<file path="config.mk">
export PLATFORM = sky130hd
export DESIGN_NAME = gclkbuff_div
export DESIGN_NICKNAME = d
export VERILOG_FILES = /design/src/rtl/qlf_clk_pkg.sv /design/src/rtl/gclkbuff_div_ch.sv /design/src/rtl/gclkbuff_div.sv
export SDC_FILE = /design/constraint.sdc
export NUM_CORES = 1
export LEC_CHECK = 0
export CAP_MARGIN = 20
export CORE_MARGIN = 4
export CORE_UTILIZATION = 55
export CTS_CLUSTER_DIAMETER = 60
export DETAILED_ROUTE_END_ITERATION = 8
export HOLD_SLACK_MARGIN = 0.1
export PLACE_DENSITY_LB_ADDON = 0.1
export SYNTH_ARGS = -nofsm -noshare
export SYNTH_HDL_FRONTEND = slang
export SYNTH_SLANG_ARGS = --single-unit
</file>
<file path="constraint.sdc">
create_clock -name C -period 2.2 [get_ports C]
set_input_delay 0.66 -clock C [delete_from_list [all_inputs] [get_ports C]]
set_output_delay 0.66 -clock C [all_outputs]
set_load 0.005 [all_outputs]
</file>
<file path="src/rtl/qlf_clk_pkg.sv">
// rtl/qlf_clk_pkg.sv - shared defaults and per-channel state type for the QLF clock dividers
package qlf_clk_pkg;

    localparam int NCH_DEF      = 4;
    localparam int DIV_W_DEF    = 8;
    localparam int DIV_INIT_DEF = 0;

    typedef struct packed {
        logic [DIV_W_DEF-1:0] act;
        logic [DIV_W_DEF-1:0] shd;
        logic                 pending;
        logic [DIV_W_DEF-1:0] cnt;
    } ch_state_t;

endpackage

</file>
<file path="src/rtl/gclkbuff_div_ch.sv">
// rtl/gclkbuff_div_ch.sv - one divider channel; Z flop built only with GCLKBUFF_DIV_ZOUT_EN
import qlf_clk_pkg::*;

module gclkbuff_div_ch #(
    parameter int               DIV_W    = DIV_W_DEF,
    parameter logic [DIV_W-1:0] DIV_INIT = '0
) (
    input  logic             C,
    input  logic             R,
    input  logic             EN,
    input  logic             LOAD,
    input  logic [DIV_W-1:0] DIV,
    output logic             BUSY,
    output logic             CE,
    output logic             Z
);

    logic [DIV_W-1:0] act;
    logic [DIV_W-1:0] shd;
    logic [DIV_W-1:0] cnt;
    logic             pending;
    logic             ce_q;
    logic             tc;
    logic [DIV_W-1:0] next_ratio;

    assign tc         = EN && (cnt == '0);
    assign next_ratio = pending ? shd : act;

    // Ratio changes only take effect at a reload point (idle or terminal count),
    // so every period is a whole period of either the old or the new ratio.
    always_ff @(posedge C) begin
        if (R) begin
            act     <= DIV_INIT;
            shd     <= DIV_INIT;
            cnt     <= DIV_INIT;
            pending <= 1'b0;
            ce_q    <= 1'b0;
        end else begin
            ce_q <= tc;
            if (!EN || tc) begin
                if (LOAD) begin
                    act <= DIV;
                    cnt <= DIV;
                end else begin
                    act <= next_ratio;
                    cnt <= next_ratio;
                end
                pending <= 1'b0;
            end else begin
                cnt <= cnt - DIV_W'(1);
                if (LOAD) begin
                    shd     <= DIV;
                    pending <= 1'b1;
                end
            end
        end
    end

    assign BUSY = pending;
    assign CE   = ce_q;

`ifdef GCLKBUFF_DIV_ZOUT_EN
    logic z_q;

    always_ff @(posedge C) begin
        if (R) begin
            z_q <= 1'b0;
        end else if (tc) begin
            z_q <= ~z_q;
        end
    end

    assign Z = z_q;
`else
    assign Z = 1'b0;
`endif

endmodule

</file>
<file path="src/rtl/gclkbuff_div.sv">
// rtl/gclkbuff_div.sv - NCH-channel clock-enable divider; GCLKBUFF_DIV_ZOUT_EN adds divided-clock outputs
import qlf_clk_pkg::*;

module gclkbuff_div #(
    parameter int NCH      = NCH_DEF,
    parameter int DIV_W    = DIV_W_DEF,
    parameter int DIV_INIT = DIV_INIT_DEF
) (
    input  logic                 C,
    input  logic                 R,
    input  logic [NCH-1:0]       EN,
    input  logic [NCH*DIV_W-1:0] DIV,
    input  logic [NCH-1:0]       LOAD,
    output logic [NCH-1:0]       BUSY,
    output logic [NCH-1:0]       CE,
    output logic [NCH-1:0]       Z
);

    for (genvar i = 0; i < NCH; i++) begin : g_ch
        gclkbuff_div_ch #(
            .DIV_W    (DIV_W),
            .DIV_INIT (DIV_W'(DIV_INIT))
        ) u_ch (
            .C    (C),
            .R    (R),
            .EN   (EN[i]),
            .LOAD (LOAD[i]),
            .DIV  (DIV[i*DIV_W +: DIV_W]),
            .BUSY (BUSY[i]),
            .CE   (CE[i]),
            .Z    (Z[i])
        );
    end

endmodule

</file>
==> flow_metrics.py <==
metrics = {
    "worst_hold_path": {
        "hold_path.class": "flop to flop",
    },
    "sta": {
        "fin_skew_ps": 11.8,
        "max_freq_ghz": 0.542,
        "min_period_over_period": 0.839,
        "setup_tns_ps": 0,
        "finalSetupViolCount": 0,
        "finalHoldViolations": 0,
        "finalCriticalPeriod_ps": 1850,
        "hold_slack_ps": 458,
        "rsz0062_at_grt": "no",
        "drv_slew": 0,
    },
    "clock_tree": {
        "clk_path_buf_depth": 2,
        "postCtsSetupBuffers": 0,
        "clkSlewWorstSetupHoldPaths_ps": 90,
        "ctsResizeCount": 0,
        "root_buffer": "clkbuf_8",
        "hold_buffers": 0,
        "cts_tree": "yes",
        "htree_levels": 3,
        "cts_num_sinks": 104,
        "clk_latency_ps": 350,
        "numCtsBuffers": 9,
    },
    "die": {
        "fp.dieArea_sq_mm": 0.0105,
        "start_util": 0.566,
        "core_sq_mm": 0.00872,
        "die_w_um": 103,
        "num_rows": 34,
        "ios": 54,
        "die_y_um": 103,
    },
    "yosys": {
        "synthTopCellsByCount": "124 x nand2_1, 104 x dfxtp_1, 64 x mux2i_1, 56 x nor2_1, 52 x a21oi_1",
        "seq_area_frac_synth": 0.422,
        "synthesis.area_sq_mm": 0.00493,
        "avgSynthCellArea_sq_um": 8.49,
        "postSynthCellCount": 581,
        "synth_edf_count": 0,
        "ys_ff_latch": 104,
        "yosysWarnings": 0,
        "synth_area_leaders": "dfxtp_1 42%, mux2i_1 13%, nand2_1 9.4%",
        "yosysMostFrequentCell": "nand2_1",
        "synth_top_flop_cell": "dfxtp_1",
        "synth_top_area_frac": 0.422,
        "synthArstFlopShare": 0,
        "synth_area_leader_cell": "dfxtp_1",
        "synth_cell_types": 25,
    },
    "final_layout": {
        "final_nets": 683,
        "syn_to_final_growth_pct": 18.1,
        "fin_util": 0.668,
        "n_fill_cell": 741,
        "antennaDiodeCount": 0,
        "final_layout_size_suffix_gt1_frac": 0.108,
    },
    "run_status": {
        "status": "finished clean",
    },
    "global_routing": {
        "overflow": 0,
        "grt_pass1_wl_um": 17000,
        "grt_max_degree": 37,
        "grt_pass1_vias": 3821,
        "antenna_found_initial": 0,
        "track_usage": 0.197,
    },
    "place": {
        "place_congestion": 0.774,
        "io_buffers": 49,
        "dp_hpwl_um": 7270,
    },
    "critical_path": {
        "crit_family": "buffers and inverters",
        "cp.required_ps": 1540,
        "end_kind": "output pin",
        "crit_buf_inv": 1,
        "crit_path_top_delay_cell": "clkdlybuf4s50_1",
        "criticalPathCategory": "flop to output pin",
        "slowest_delay_ps": 500,
        "crit_chain": "clkdlybuf4s50_1",
        "cp_max_fo": 2,
        "worstPathArrival_ps": 1190,
        "start_kind": "flop",
    },
    "routing": {
        "vias": 3954,
        "drt-total-wl_um": 9950,
        "drc": 0,
        "via_per_inst": 5.30,
        "drt-pass1-iter-count": 4,
        "drt-wirelength-per-cell_um": 13.3,
        "ant_nets": 0,
        "drtIter0Drc": 130,
    },
    "pwr": {
        "power_leakage_nw": 2.22,
        "ir_drop_mv": 0.476,
        "power_density_mw_per_mm2": 853,
    },
    "flow_run": {
        "drv_cap": 0,
    },
}
==> where the power goes <==
| group | leakage [nW] | switching (W) | internal, W | total [W] |
|---|---|---|---|---|
| Sequential | 0.854 | 0.000188 | 0.00210 | 0.00229 |
| Clock | 0.0948 | 0.000635 | 0.000590 | 0.00122 |
| Combinational | 1.27 | 0.000759 | 0.000692 | 0.00145 |
==> cell type report <==
cell class	count	area (sq um)	share of cell area
Sequential cell	104	2080	0.357
Inverter	8	30.0	0.00515
Clock buffer	12	155	0.0266
Tap cell	108	135	0.0232
Timing Repair Buffer	78	743	0.128
Multi-Input combinational cell	432	2630	0.451
Clock inverter	4	52.6	0.00902
==> per-stage QoR <==
step / instances / setup WS, ps / power [W] / area (sq um)
after floorplan: 584 / 466 / 0.00338 / 4940
after global placement: 730 / 135 / 0.00374 / 5620
after detailed placement: 730 / 70.7 / 0.00378 / 5620
after CTS: 746 / 329 / 0.00502 / 5830
after global routing: 746 / 286 / 0.00531 / 5830
final: 746 / 353 / 0.00497 / 5830
==> state kept, by name, indices dropped and copies added (netlist names) <==
| signal | count |
|---|---|
| g_ch.u_ch.BUSY | 4 |
| g_ch.u_ch.CE | 4 |
| g_ch.u_ch.act | 32 |
| g_ch.u_ch.cnt | 32 |
| g_ch.u_ch.shd | 32 |
==> worst min-delay path: cells and delay by family, from the launching register on <==
| family | cells | cell delay, ps |
|---|---|---|
| flops | 1 | 320 |
| compound gates | 1 | 50 |
| simple gates | 1 | 50 |
==> layout by cell type (no fill, tap or decap) <==
master | Yosys | final
nand2b_1 | 4 | 4
mux2i_1 | 64 | 64
nand3_1 | 4 | 4
bufinv_16 | 0 | 1
clkbuf_8 | 0 | 11
buf_4 | 12 | 27
o21ai_4 | 4 | 4
nor4_2 | 4 | 4
clkdlybuf4s50_1 | 0 | 48
or3b_2 | 4 | 4
a21oi_1 | 52 | 52
clkinvlp_4 | 0 | 3
inv_1 | 8 | 8
nor3b_1 | 8 | 8
clkbuf_1 | 20 | 1
a21oi_2 | 4 | 4
nor3_1 | 12 | 12
nand2_1 | 124 | 124
conb_1 | 1 | 4
a21boi_2 | 4 | 4
nor2_1 | 56 | 56
o21ai_0 | 32 | 32
a211oi_1 | 12 | 12
or4_4 | 4 | 4
nor4b_1 | 4 | 4
xor2_1 | 24 | 24
ha_1 | 8 | 8
buf_12 | 0 | 3
dfxtp_1 | 104 | 104
==> routing by layer <==
metal	global-route usage	routed length [um]	part of all wire
met5	0	0	0
met4	0.0515	140	0.014
met1	0.244	4670	0.47
met3	0.0447	369	0.037
met2	0.345	4770	0.48
==> logic make-up (layout without fill, tap and decap cells) <==
family | count (synthesis) | count (layout) | synth area share
and+or+nand+nor | 224 | 224 | 0.204
AOI/OAI and AO/OA | 108 | 108 | 0.133
DFF | 104 | 104 | 0.422
muxes | 64 | 64 | 0.130
buffers and inverters | 48 | 102 | 0.0477
xor gates and xnor gates | 24 | 24 | 0.0426
adders and majority gates | 8 | 8 | 0.0203
other | 1 | 4 | 0.000760
==> worst paths after layout <==
path,start,end,slack (ps),cells past startpoint
worst max-delay path,g_ch[0].u_ch.BUSY$_SDFFE_PP0P_,BUSY[0],350,1
worst min-delay path,g_ch[3].u_ch.act[3]$_SDFFE_PP0P_,g_ch[3].u_ch.act[3]$_SDFFE_PP0P_,460,2
worst max register to register,g_ch[3].u_ch.cnt[0]$_SDFF_PP0_,g_ch[3].u_ch.cnt[4]$_SDFF_PP0_,430,6
worst min register to register,g_ch[3].u_ch.act[3]$_SDFFE_PP0P_,g_ch[3].u_ch.act[3]$_SDFFE_PP0P_,460,2
(Power assumes the default switching activity.)
